### src/rtl/spi_pkg.sv
// Shared types and frame constants for the SPI frame target.
package spi_pkg;
    typedef enum logic [1:0] {IDLE, CMD, DATA, DONE} spi_state_t;
    localparam int CMD_BITS   = 8;
    localparam int FRAME_BITS = 40;
endpackage

### src/rtl/spi_sync_edge.sv
// Multi-flop synchroniser for an async input with rise/fall pulses in the clk domain.
module spi_sync_edge #(
    parameter int STAGES = 2
) (
    input  logic clk,
    input  logic reset_n,
    input  logic d,
    output logic rise,
    output logic fall
);
    logic [STAGES-1:0] sync;
    logic              prev;

    always_ff @(posedge clk or negedge reset_n) begin
        if (!reset_n) begin
            sync <= '0;
            prev <= 1'b0;
        end else begin
            sync <= {sync[STAGES-2:0], d};
            prev <= sync[STAGES-1];
        end
    end

    assign rise = sync[STAGES-1] & ~prev;
    assign fall = ~sync[STAGES-1] & prev;
endmodule

### src/rtl/spi_frame_slave.sv
// SPI mode-0 target: oversampled 40-bit {rw, addr, data} frame parser with register-side strobes.
module spi_frame_slave import spi_pkg::*; #(
    parameter int ADDR_W      = 7,
    parameter int DATA_W      = 32,
    parameter int SYNC_STAGES = 2
) (
    input  logic              clk,
    input  logic              reset_n,
    input  logic              sclk,
    input  logic              cs_n,
    input  logic              mosi,
    output logic              miso,
    output logic [ADDR_W-1:0] reg_addr,
    output logic              addr_dv,
    output logic              rw_out,
    output logic              rxdv,
    output logic [DATA_W-1:0] rx_d,
    input  logic [DATA_W-1:0] tx_d,
    input  logic              tx_en,
    output logic              frame_abort
);
    spi_state_t             state;
    logic [5:0]             bit_cnt;
    logic [DATA_W-1:0]      shift_reg;
    logic [DATA_W-1:0]      tx_shift;
    logic [SYNC_STAGES-1:0] mosi_sync;
    logic                   sclk_rise, sclk_fall, cs_rise, cs_fall;
    logic                   cmd_done, load_tx, wr_done;

    spi_sync_edge #(.STAGES(SYNC_STAGES)) u_sclk (
        .clk(clk), .reset_n(reset_n), .d(sclk), .rise(sclk_rise), .fall(sclk_fall));
    spi_sync_edge #(.STAGES(SYNC_STAGES)) u_cs (
        .clk(clk), .reset_n(reset_n), .d(cs_n), .rise(cs_rise), .fall(cs_fall));

    always_ff @(posedge clk or negedge reset_n) begin
        if (!reset_n) mosi_sync <= '0;
        else          mosi_sync <= {mosi_sync[SYNC_STAGES-2:0], mosi};
    end

    always_ff @(posedge clk or negedge reset_n) begin
        if (!reset_n) begin
            state       <= IDLE;
            bit_cnt     <= '0;
            shift_reg   <= '0;
            tx_shift    <= '0;
            reg_addr    <= '0;
            addr_dv     <= 1'b0;
            rw_out      <= 1'b0;
            rxdv        <= 1'b0;
            rx_d        <= '0;
            frame_abort <= 1'b0;
            cmd_done    <= 1'b0;
            load_tx     <= 1'b0;
            wr_done     <= 1'b0;
        end else begin
            rxdv        <= 1'b0;
            frame_abort <= 1'b0;
            cmd_done    <= 1'b0;
            load_tx     <= 1'b0;
            wr_done     <= 1'b0;
            if (cmd_done && state == DATA) begin
                reg_addr <= shift_reg[ADDR_W-1:0];
                rw_out   <= shift_reg[ADDR_W];
                addr_dv  <= 1'b1;
                load_tx  <= 1'b1;
            end
            if (load_tx) tx_shift <= tx_en ? tx_d : '0;
            if (wr_done) begin
                rx_d <= shift_reg;
                rxdv <= 1'b1;
            end
            if (cs_rise) begin
                state   <= IDLE;
                addr_dv <= 1'b0;
                rw_out  <= 1'b0;
                if (state == CMD || state == DATA) frame_abort <= 1'b1;
            end else begin
                case (state)
                    IDLE: if (cs_fall) begin
                        state    <= CMD;
                        bit_cnt  <= '0;
                        tx_shift <= '0;
                    end
                    CMD: if (sclk_rise) begin
                        shift_reg <= {shift_reg[DATA_W-2:0], mosi_sync[SYNC_STAGES-1]};
                        bit_cnt   <= bit_cnt + 6'd1;
                        if (bit_cnt == 6'(CMD_BITS - 1)) begin
                            state    <= DATA;
                            cmd_done <= 1'b1;
                        end
                    end
                    DATA: if (sclk_rise) begin
                        shift_reg <= {shift_reg[DATA_W-2:0], mosi_sync[SYNC_STAGES-1]};
                        bit_cnt   <= bit_cnt + 6'd1;
                        if (bit_cnt == 6'(FRAME_BITS - 1)) begin
                            state   <= DONE;
                            wr_done <= ~rw_out;
                        end
                    // The fall right after the command byte must not shift, or bit 31 is lost.
                    end else if (sclk_fall && bit_cnt > 6'(CMD_BITS)) begin
                        tx_shift <= tx_shift << 1;
                    end
                    DONE: ;
                    default: state <= IDLE;
                endcase
            end
        end
    end

    // cs_rise gating keeps miso low on the very cycle the synced select goes high.
    assign miso = (state == DATA) & ~cs_rise & tx_shift[DATA_W-1];
endmodule

### config.mk
export PLATFORM = sky130hd
export DESIGN_NAME = spi_frame_slave
export DESIGN_NICKNAME = d
export VERILOG_FILES = /design/src/rtl/spi_pkg.sv /design/src/rtl/spi_sync_edge.sv /design/src/rtl/spi_frame_slave.sv
export SDC_FILE = /design/constraint.sdc
export NUM_CORES = 1
export LEC_CHECK = 0
export CAP_MARGIN = 15
export CORE_MARGIN = 2
export CORE_UTILIZATION = 49
export CTS_BUF_LIST = sky130_fd_sc_hd__clkbuf_8
export DETAILED_ROUTE_END_ITERATION = 16
export DONT_BUFFER_PORTS = 1
export PLACE_DENSITY_LB_ADDON = 0.15
export SYNTH_ARGS = -nofsm -noshare
export SYNTH_HDL_FRONTEND = slang
export SYNTH_SLANG_ARGS = --single-unit
### constraint.sdc
create_clock -name clk -period 2.18 [get_ports clk]
set_clock_uncertainty 0.15 [all_clocks]
set_input_delay 0.327 -clock clk [delete_from_list [all_inputs] [get_ports clk]]
set_output_delay 0.327 -clock clk [all_outputs]
set_load 0.02 [all_outputs]
# After elaboration in Yosys (flattened, before gate mapping)
# Cells that the tools add are included.
[op_classes]
n_addsub = 1
order_cmp = 1
eq_ne = 11
n_mux = 33
bitwise = 12
n_reduce_logical = 11
[op_table]
columns = ["cell", "count"]
rows = [
  ["2-to-1 mux 32 bit", 6],
  ["one-hot mux 32 bit (2 select lines)", 1],
  ["2-to-1 mux 1 bit", 16],
  ["2-to-1 mux 2 bit", 6],
  ["2-to-1 mux 6 bit", 2],
  ["one-hot mux 6 bit (2 select lines)", 1],
  ["inequality test 3 bit (second input constant)", 3],
  ["adder 6 x 1 -> 6 bit (second input constant)", 1],
  ["bitwise AND 1 bit", 6],
  ["== test 6 x 3 -> 1 bit (second input constant)", 1],
  ["== test 6 bit (second input constant)", 1],
  ["greater-than comparator 6 x 4 -> 1 bit (second input constant)", 1],
  ["inequality test 3 x 2 -> 1 bit (second input constant)", 2],
  ["inverter 1 bit", 6],
  ["one-hot mux 2 bit (3 select lines)", 1],
  ["AND reduction 6 bit", 1],
  ["AND reduction 4 bit", 1],
  ["nonzero test 2 bit", 2],
  ["nonzero test 4 bit", 1],
  ["AND reduction 3 bit", 1],
  ["== test 2 x 1 -> 1 bit (second input constant)", 1],
  ["== test 2 bit (second input constant)", 1],
  ["logical AND 1 bit", 2],
  ["logical NOT 2 bit", 1],
  ["other kinds (4)", 4],
]
[word_totals]
ff_bits = 126
input_bits = 38
out_inout_bits = 44
word_cells = 87

# Depth between registers and ports, before layout
# Gate-level depths: netlist of the first run.
[logic_depth]
ltp_word = 7
ltp_mapped = 7
ltp_nobuf = 6

# By module
# Synthesis of the first run repeated with hierarchy kept, for this count alone.
[unflattened]
hier_cells = 439
hier_area_um2 = 5499.0
[by_module_without_submodules]
columns = ["mod", "n_inst", "cells_each", "area_per_inst_um2", "seq_area_each_um2"]
rows = [
  ["spi_frame_slave", 1, 429, 5318.9, 3002.9],
  ["spi_sync_edge", 2, 5, 90.1, 75.1],
]

# Least setup slack after synthesis of the first run
# OpenSTA, ideal clock, no wires.
[synth_timing]
kind = "flip-flop to output port"
from = "register state[0]"
to = "output port miso"
t_arrival_ns = 1.564
required_ns = 1.703
slack_ns = 0.139
path_stages_with_launch = 7
n_path_buf = 2
cell_sequence = "dfrtp_1 -> inv_1 -> ha_1 -> nor2b_1 -> buf_2 -> clkbuf_1 -> and2_1"
[synth_via]
elab_chain_cells = 3
[synth_rtl]
columns = ["item", "line_no", "rtl"]
rows = [
  ["start, declared", "spi_frame_slave.sv:22", "spi_state_t state;"],
  ["start signal, assigned", "spi_frame_slave.sv:42", "state <= IDLE;"],
  ["start signal, assigned", "spi_frame_slave.sv:73", "state <= IDLE;"],
  ["start signal, assigned", "spi_frame_slave.sv:80", "state <= CMD;"],
  ["== test 2 bit", "spi_frame_slave.sv:111", "assign miso = (state == DATA) & ~cs_rise & tx_shift[DATA_W-1];"],
  ["bitwise AND 1 bit (2 in series)", "spi_frame_slave.sv:111", ""],
  ["end, declared", "spi_frame_slave.sv:12", "output logic miso,"],
]
# Every way passes these cells.

# Worst setup path after layout of the first run
[layout_timing]
from = "register state[1]"
to = "register shift_reg[27]"
[layout_via]
elab_chain_cells = 3
elab_cells_between_ends = 4
cone_classes = "eq/ne (2); reduce/logical (2)"
[layout_rtl]
columns = ["item", "line_no", "rtl"]
rows = [
  ["== test 2 x 1 -> 1 bit or == test 2 bit (tied branches)", "spi_frame_slave.sv:78", "case (state)"],
  ["OR reduction 2 bit (no source line) *", "--", ""],
  ["AND reduction 3 bit (no source line) *", "--", ""],
  ["end signal, assigned", "spi_frame_slave.sv:85", "shift_reg <= {shift_reg[DATA_W-2:0], mosi_sync[SYNC_STAGES-1]};"],
  ["end signal, assigned", "spi_frame_slave.sv:93", "shift_reg <= {shift_reg[DATA_W-2:0], mosi_sync[SYNC_STAGES-1]};"],
  ["end, declared", "spi_frame_slave.sv:24", "logic [DATA_W-1:0] shift_reg;"],
]
# Mark *: on every way between the ends. The rest lies on a longest branch, timed or not.
# A chain may end at the register's enable or synchronous reset.

==> results.sh, run 1 <==
export IMPL_cpPeakStageDelay_ns=0.42
export IMPL_setup_viol=0
export IMPL_drive_gt1_share_pct=18.1
export IMPL_drv_slew=0
export IMPL_yosys_area_top_type="dfrtp_1"
export IMPL_fin_nets=548
export IMPL_diodes=0
export IMPL_syn_to_final_growth_pct=11.6
export IMPL_synth_area_top_cells="dfrtp_1, o221ai_1, mux2_1"
export IMPL_max_slew_margin_rel_pct=67.6
export IMPL_status="finished with violations"
export IMPL_place_inst=620
export IMPL_fmax_ghz=0.490
export IMPL_grt_pass1_wl_mm=20.0
export IMPL_syn_inst=499
export IMPL_cp_arrival_ns=2.21
export IMPL_p_leak_nw=3.09
export IMPL_hold_slack_ns=-0.567
export IMPL_violations="hold timing"
export IMPL_cpMaxStageDelayCell="dfrtp_1"
export IMPL_ys_types=39
export IMPL_globalplace_congestion=0.786
export IMPL_path_max_fanout=32
export IMPL_hp_class="primary input to async pin"
export IMPL_clockBufferDepth=2
export IMPL_synth_warnings=0
export IMPL_rsz0062_at_grt="no"
export IMPL_wl_per_cell_um=17.9
export IMPL_drt_first_pass_iters=4
export IMPL_dpl_worst_slack_ns=0.136
export IMPL_synth_nets=546
export IMPL_ff2ff_path_depth=6
export IMPL_die_h_um=113
export IMPL_crit_type="register to register"
export IMPL_cts_tree="yes"
export IMPL_cts_root_buffer="clkbuf_8"
export IMPL_die_w_um=113
export IMPL_initial_core_util_pct=50.6
export IMPL_min_period_ns=2.04
export IMPL_ys_seq_area_share_pct=53.8
export IMPL_grt_remaining_overflow=0
export IMPL_finalWorstSetupSlack_ns=0.138
export IMPL_tns_ns=0
export IMPL_critical_path_buf_inv_count=2
export IMPL_grt_pass1_vias=3944
export IMPL_avgSynthCellArea_um2=11.7
export IMPL_critPathCaptureType="register"
export IMPL_routed_wl_mm=11.8
export IMPL_ios=82
export IMPL_synth_top_cell_area_share_pct=53.8
export IMPL_required_ns=2.35
export IMPL_drc=0
export IMPL_drtAntennaViolNets=0
export IMPL_tightest_slew_ns=0.485
export IMPL_dieArea_um2=12800
export IMPL_clock_latency_ns=0.44
export IMPL_finalHoldViolCount=126
export IMPL_hold_buffers=4
export IMPL_antenna_found_initial=0
export IMPL_cts_clk_slew_worst_paths_ns=0.07
export IMPL_grt_usage_pct=19.7
export IMPL_cp_cell_sequence="inv_1, ha_2, nand2b_1, nor2_4, buf_12, mux2_1"
export IMPL_fp_coreArea_um2=11600
export IMPL_drtIter0Drc=341
export IMPL_peakVddDrop_uv=548
export IMPL_crit_start="state[1]"
export IMPL_htreeDepth=4
export IMPL_period_share_pct=93.7
export IMPL_worstSetupStartpointType="register"
export IMPL_synth_cell_area_um2=5860
export IMPL_io_buffers=0
export IMPL_r2r_end="shift_reg[27]"
export IMPL_dp_hpwl_mm=7.30
export IMPL_vias=3902
export IMPL_p_per_area_nw_per_um2=1040
export IMPL_grt_max_degree=127
export IMPL_critPathTopFamily="flip-flops"
export IMPL_rrSetupSlack_ns=0.14
export IMPL_cts_buffers=17
export IMPL_r2r_start="state[1]"
export IMPL_cts_sinks=126
export IMPL_drt_vias_per_instance=5.94
export IMPL_cap_violations=0
export IMPL_rows=39
export IMPL_synth_seq_cells=126
export IMPL_instances_no_fill=657
how the worst max path moves through the flow:
stage / cells past startpoint / slack (ns) / to
floorplan: 6 / 0.14 / miso
global placement: 6 / 0.20 / shift_reg[30]
detailed placement: 6 / 0.14 / shift_reg[29]
CTS: 4 / 0.02 / miso
global route: 6 / 0.01 / shift_reg[10]
finish: 6 / 0.14 / shift_reg[27]
cells by family (layout without fill, tap and decap cells):
group,after synthesis,in the layout,share of synthesized area (%)
XOR/XNOR,2,2,0.299
adder cells (fa/ha/maj),9,9,1.92
AND/OR/NAND/NOR,166,166,14.8
flip-flops,126,126,53.8
buffers and inverters,45,60,3.27
multiplexers,75,75,14.4
AO/OA/AOI/OAI,76,76,11.4
placed cells by master (no fill, tap or decap), drive strengths merged, types with 2 or more instances in the layout:
cell type    count
a211oi           2
or3              2
or2              2
nor2b           35
nor4             3
xnor2            2
inv              9
mux2i            2
a2111oi          2
nand3b           3
nand2           33
bufinv           2
dlygate4sd3      4
dfrtp          126
a21oi            3
clkinvlp         4
nor2            39
ha               9
and3            32
o221ai          61
mux2            73
clkinv           4
nor3             2
and2             2
nand3            5
buf             17
o21ai            4
clkbuf          20
nand2b           7
per-layer routing:
metal / global-route usage (%) / vias to the layer above / routed length, um
li1: - / 1832 / -
met2: 30.5 / 125 / 5550
met1: 26.1 / 1930 / 5310
met4: 8.13 / 0 / 171
met5: 0 / - / 0
met3: 6.05 / 15 / 754
where the power goes:
part	total, mW	switching (mW)	internal (mW)
Combinational	1.81	0.949	0.860
Clock	2.04	0.933	1.11
Sequential	2.97	0.246	2.72
layout make-up:
cell class,instances,area [um^2]
Fill cell,962,5030
Sequential cell,126,3150
Multi-Input combinational cell,328,2550
Clock buffer,20,275
Timing Repair Buffer,21,218
Tap cell,143,179
Clock inverter,12,135
Inverter,7,26.3
through the flow:
step / utilization [%] / power [mW] / cell area (um^2)
global route: 56.5 / 7.27 / 6540
detailed placement: 52.4 / 4.77 / 6060
floorplan: - / 4.32 / 5860
CTS: 56.4 / 6.86 / 6520
finish: 56.5 / 6.82 / 6540
global placement: 52.4 / 4.68 / 6060
timing repair:
item                                    in CTS  in global routing
gates resized for setup                      3                  3
setup buffers                                0                  1
endpoints found under the setup margin       1                 13
endpoints found under the hold margin      130                126
gates cloned                                 0                  0
synthesized netlist by cell type (all sizes together):
cell type	number
o21ai	4
inv	7
a2111oi	2
ha	9
nor4	3
or2	2
nor3	2
or3	2
nor2	39
nor3b	1
dfrtp	126
clkbuf	20
o22ai	1
nand3b	3
o211ai	1
and3	32
nor2b	35
a211oi	2
mux2	73
buf	18
nand3	5
nand2b	7
nand2	33
a21oi	3
xnor2	2
a2bb2oi	1
mux2i	2
o221ai	61
and2	2
a21bo	1
No activity file was read; power rests on OpenSTA's default activity.
==> run 2, diff against run 1 <==
--- a/config.mk
+++ b/config.mk
@@ -10,4 +10,5 @@
 export CORE_UTILIZATION = 49
 export CTS_BUF_LIST = sky130_fd_sc_hd__clkbuf_8
+export CTS_CLUSTER_DIAMETER = 40
 export DETAILED_ROUTE_END_ITERATION = 16
 export DONT_BUFFER_PORTS = 1
==> constraint.sdc (replaced) <==
create_clock -name clk -period 1.85 [get_ports clk]
set_clock_uncertainty 0.15 [all_clocks]
set_input_delay 0.2775 -clock clk [delete_from_list [all_inputs] [get_ports clk]]
set_output_delay 0.2775 -clock clk [all_outputs]
set_load 0.01 [all_outputs]
==> run 2 against run 1 <==
Compared with the run above:
- the run ends with hold timing, setup timing left
- global-route usage is 0.54 points higher
- worst setup slack got worse by 0.19 ns
- maximum frequency increased by 7.2%
- worst hold slack got worse by 0.037 ns
- via count is 3.8% higher
- final cell count up 4.4%
==> results.sh, run 2 (synthesis gave the netlist of run 1 again) <==
export IMPL_status="finished with violations"
export IMPL_violations="hold timing, setup timing"
export IMPL_globalplace_congestion=0.798
export IMPL_drive_gt1_share_pct=29.8
export IMPL_cts_clk_slew_worst_paths_ns=0.08
export IMPL_finalHoldViolCount=126
export IMPL_crit_type="register to register"
export IMPL_drtIter0Drc=299
export IMPL_io_buffers=0
export IMPL_wl_per_cell_um=18.9
export IMPL_finalWorstSetupSlack_ns=-0.0553
export IMPL_grt_max_degree=127
export IMPL_dieArea_um2=12800
export IMPL_cp_arrival_ns=2.06
export IMPL_required_ns=2.01
export IMPL_cts_sinks=126
export IMPL_dp_hpwl_mm=7.60
export IMPL_mostFrequentLayoutCells="dfrtp_1, o221ai_1, nor2_1"
export IMPL_r2r_start="state[0]"
export IMPL_fin_nets=577
export IMPL_grt_usage_pct=20.3
export IMPL_drt_vias_per_instance=5.90
export IMPL_pwr_share_seq_pct=41.0
export IMPL_cts_tree="yes"
export IMPL_peakVddDrop_uv=869
export IMPL_period_share_pct=103
export IMPL_drt_first_pass_iters=5
export IMPL_path_max_fanout=13
export IMPL_min_period_ns=1.91
export IMPL_htreeDepth=4
export IMPL_drv_slew=0
export IMPL_die_w_um=113
export IMPL_cap_violations=0
export IMPL_rows=39
export IMPL_cts_root_buffer="clkbuf_8"
export IMPL_p_leak_nw=3.29
export IMPL_drtAntennaViolNets=0
export IMPL_cts_buffers=17
export IMPL_hold_buffers=4
export IMPL_antenna_found_initial=0
export IMPL_rsz0062_at_grt="yes"
export IMPL_p_sw_mw=2.67
export IMPL_setup_viol=26
export IMPL_clock_latency_ns=0.43
export IMPL_fillCellCount=909
export IMPL_grt_remaining_overflow=0
export IMPL_routed_wl_mm=13.0
export IMPL_critPathCaptureType="register"
export IMPL_fmax_ghz=0.525
export IMPL_dpl_worst_slack_ns=-0.0364
export IMPL_grt_pass1_vias=4102
export IMPL_drc=0
export IMPL_switching_share_pct=31.3
export IMPL_internal_power_mw=5.88
export IMPL_max_slew_margin_rel_pct=68.0
export IMPL_syn_to_final_growth_pct=20.4
export IMPL_hp_class="primary input to async pin"
export IMPL_ff2ff_path_depth=6
export IMPL_p_total_mw=8.55
export IMPL_clockBufferDepth=2
export IMPL_die_h_um=113
export IMPL_ios=82
export IMPL_r2r_end="shift_reg[29]"
export IMPL_grt_pass1_wl_mm=20.6
export IMPL_combPwrFrac_pct=32.0
export IMPL_tightest_slew_ns=0.476
export IMPL_diodes=0
export IMPL_worstSetupStartpointType="register"
export IMPL_vias=4050
export IMPL_initial_core_util_pct=50.6
export IMPL_layout_commonest_cell="dfrtp_1"
export IMPL_rrSetupSlack_ns=-0.06
export IMPL_p_per_area_nw_per_um2=1210
export IMPL_fp_coreArea_um2=11600
export IMPL_clkPwrFrac_pct=27.0
export IMPL_hold_slack_ns=-0.604
-- run 2: power groups by stage --
stage | clock (mW) | combinational [mW] | sequential [mW]
6_report | 2.31 | 2.74 | 3.51
5_1_grt | 2.50 | 3.03 | 3.56
4_1_cts | 2.38 | 2.45 | 3.49
3_5_place_dp | 0 | 2.28 | 3.53
3_3_place_gp | 0 | 2.20 | 3.51
2_1_floorplan | 0 | 1.69 | 3.44
-- run 2: worst max path at each step --
stage	from	end	slack, ns	cells after the start
after CTS	u_cs.prev	miso	-0.05	5
after detailed placement	state[0]	tx_shift[23]	-0.04	6
after global placement	state[0]	tx_shift[15]	-0.007	6
after floorplan	state[0]	state[0]	-0.02	7
final	state[0]	shift_reg[29]	-0.06	6
after global routing	state[0]	shift_reg[29]	-0.11	6
-- run 2: worst max-delay path, stage by stage, from the launching register on --
cell and delay (ns):
dfrtp_1 0.41, inv_2 0.08, ha_4 0.32, nand2b_4 0.07
nor2_4 0.21, buf_12 0.20, mux2_2 0.34
-- run 2: repair_timing --
action | CTS | global route
buffers inserted | 7 | 4
setup endpoints to repair | 54 | 80
hold endpoints to repair | 130 | 126
pin swaps | 3 | 6
gates cloned | 0 | 4
resized for setup | 16 | 48
-- run 2: stage by stage --
stage | instance area, um^2 | TNS (ns) | instances | util (%) | hold WS, ns
finish | 7050 | -0.672 | 686 | 61.0 | -0.604
global route | 7050 | -4.38 | 686 | 61.0 | -0.646
CTS | 6770 | -0.0843 | 679 | 58.5 | -0.634
detailed placement | 6220 | -0.410 | 636 | 53.7 | -0.165
global placement | 6220 | -0.00893 | 636 | 53.7 | -0.164
floorplan | 5870 | -0.0460 | 499 | - | -0.168
-- run 2: metal layers --
metal,global-route usage [%],wire (um),vias up
met5,0,0,-
met4,7.72,128,0
met3,7.23,869,11
met2,31.3,6370,126
met1,26.4,5610,2033
li1,-,-,1880
-- run 2: final cells by class --
type | instances | area (um^2) | share of cell area [%]
inverter | 7 | 26.3 | 0.373
clock inverter | 13 | 126 | 1.79
timing repair buffer | 50 | 526 | 7.45
tap | 143 | 179 | 2.54
sequential | 126 | 3150 | 44.7
clock buffer | 19 | 262 | 3.71
multi-input combinational | 328 | 2780 | 39.4
==> run 3, diff against run 2 <==
- CTS_BUF_LIST: sky130_fd_sc_hd__clkbuf_8 -> sky130_fd_sc_hd__clkbuf_2
==> run 3 against run 2 <==
Compared with the run above:
- the flow still finishes with violations (hold timing, setup timing)
- first-iteration DRC count increased by 31%
- cell area increased by 4.5%
- sequential power about the same
- register-to-register slack got worse by 0.24 ns
- worst hold slack got worse by 0.28 ns
- worst setup slack got worse by 0.25 ns
- total power decreased by 2.5%
- maximum frequency decreased by 12%
- critical path depth decreased by 2
- critical path type is now register to primary output
- critical endpoint is now miso
==> results.sh, run 3 (synthesis gave the netlist of run 1 again) <==
export IMPL_cts_tree="yes"
export IMPL_path_max_fanout=6
export IMPL_cts_clk_slew_worst_paths_ns=0.19
export IMPL_max_slew_margin_rel_pct=40.8
export IMPL_clock_latency_ns=0.69
export IMPL_drtIter0Drc=392
export IMPL_worstSetupStartpointType="register"
export IMPL_globalplace_congestion=0.798
export IMPL_finalHoldViolCount=126
export IMPL_peakVddDrop_uv=530
export IMPL_p_leak_nw=3.42
export IMPL_die_h_um=113
export IMPL_wl_per_cell_um=18.5
export IMPL_tightest_slew_ns=0.885
export IMPL_htreeDepth=4
export IMPL_routed_wl_mm=13.5
export IMPL_grt_pass1_wl_mm=21.8
export IMPL_dpl_worst_slack_ns=-0.0364
export IMPL_p_per_area_nw_per_um2=1130
export IMPL_syn_to_final_growth_pct=25.8
export IMPL_crit_type="register to primary output"
export IMPL_drt_vias_per_instance=5.79
export IMPL_setup_viol=70
export IMPL_rrSetupSlack_ns=-0.30
export IMPL_ios=82
export IMPL_grt_max_degree=127
export IMPL_clockBufferDepth=2
export IMPL_status="finished with violations"
export IMPL_fp_coreArea_um2=11600
export IMPL_dieArea_um2=12800
export IMPL_fmax_ghz=0.463
export IMPL_min_period_ns=2.16
export IMPL_cap_violations=0
export IMPL_drtAntennaViolNets=0
export IMPL_violations="hold timing, setup timing"
export IMPL_layout_commonest_cell="dfrtp_1"
export IMPL_drv_slew=0
export IMPL_hold_buffers=39
export IMPL_hp_class="primary input to async pin"
export IMPL_rsz0062_at_grt="yes"
export IMPL_tns_ns=-7.45
export IMPL_grt_pass1_vias=4338
export IMPL_required_ns=1.42
export IMPL_cp_arrival_ns=1.73
export IMPL_vias=4237
export IMPL_antenna_found_initial=1
export IMPL_dp_hpwl_mm=7.60
export IMPL_initial_core_util_pct=50.6
export IMPL_grt_remaining_overflow=0
export IMPL_finalWorstSetupSlack_ns=-0.309
export IMPL_drc=0
export IMPL_rows=39
export IMPL_cts_sinks=126
export IMPL_drive_gt1_share_pct=29.5
export IMPL_die_w_um=113
export IMPL_period_share_pct=117
export IMPL_critPathCaptureType="primary output"
export IMPL_mostFrequentLayoutCells="dfrtp_1, o221ai_1, dlygate4sd3_1"
export IMPL_fin_nets=621
export IMPL_grt_usage_pct=21.6
export IMPL_cts_root_buffer="clkbuf_2"
export IMPL_hold_slack_ns=-0.883
export IMPL_drt_first_pass_iters=4
export IMPL_cts_buffers=17
export IMPL_io_buffers=0
-- run 3: cell types whose count changed in the layout (fill, tap and decap cells not counted), sizes merged --
cell,before,now
clkinv,2,4
dlygate4sd3,4,39
buf,44,55
diode,0,2
inv,11,7
-- run 3: per-stage QoR --
step | instance area [um^2] | total power, mW | hold WS [ns] | utilization, % | cells
2_1_floorplan | 5870 | 5.13 | -0.168 | - | 499
3_3_place_gp | 6220 | 5.70 | -0.164 | 53.7 | 636
3_5_place_dp | 6220 | 5.81 | -0.165 | 53.7 | 636
4_1_cts | 7180 | 8.00 | -0.944 | 62.1 | 720
5_1_grt | 7370 | 8.89 | -0.983 | 63.7 | 732
6_report | 7370 | 8.34 | -0.883 | 63.7 | 732
-- run 3: final timing paths --
check / startpoint / end / cells past startpoint
min in group clk: mosi_sync[0] / mosi_sync[1] / 0
max in group asynchronous: reset_n / frame_abort / 0
setup reg to reg: state[0] / bit_cnt[5] / 7
hold / removal: reset_n / shift_reg[9] / 0
setup / recovery: state[0] / miso / 4
hold reg to reg: mosi_sync[0] / mosi_sync[1] / 0
-- run 3: power breakdown --
group / internal, mW / total, mW / switching [mW]
registers: 3.21 / 3.50 / 0.294
clock network: 0.627 / 1.63 / 1.00
logic: 1.78 / 3.21 / 1.44
-- run 3: cell type report --
class | instances | area [um^2]
sequential | 126 | 3150
antenna | 2 | 5.00
inverter | 7 | 26.3
multi-input combinational | 328 | 2770
timing repair buffer | 94 | 1010
clock inverter | 11 | 119
fill | 880 | 4200
tap | 143 | 179
clock buffer | 21 | 105
-- run 3: layer usage --
layer / GRT usage, % / up-vias / share of wire (%)
met1: 28.2 / 2131 / 42
met2: 33.9 / 110 / 50
li1: - / 1975 / -
met5: 0 / - / 0
met3: 7.12 / 21 / 6.2
met4: 7.48 / 0 / 1.6
-- run 3: critical path, cell delays in order, from the launching register on --
cell and delay (ns):
dfrtp_1 0.45, inv_2 0.10, ha_4 0.17, nor2b_4 0.16, and2_4 0.17
-- run 3: repair_timing --
item,CTS,global route
cloned,3,1
pin swaps,6,10
buffers inserted,11,10
endpoints found under the setup margin,65,73
gates resized for setup,45,30
endpoints found under the hold margin,161,126
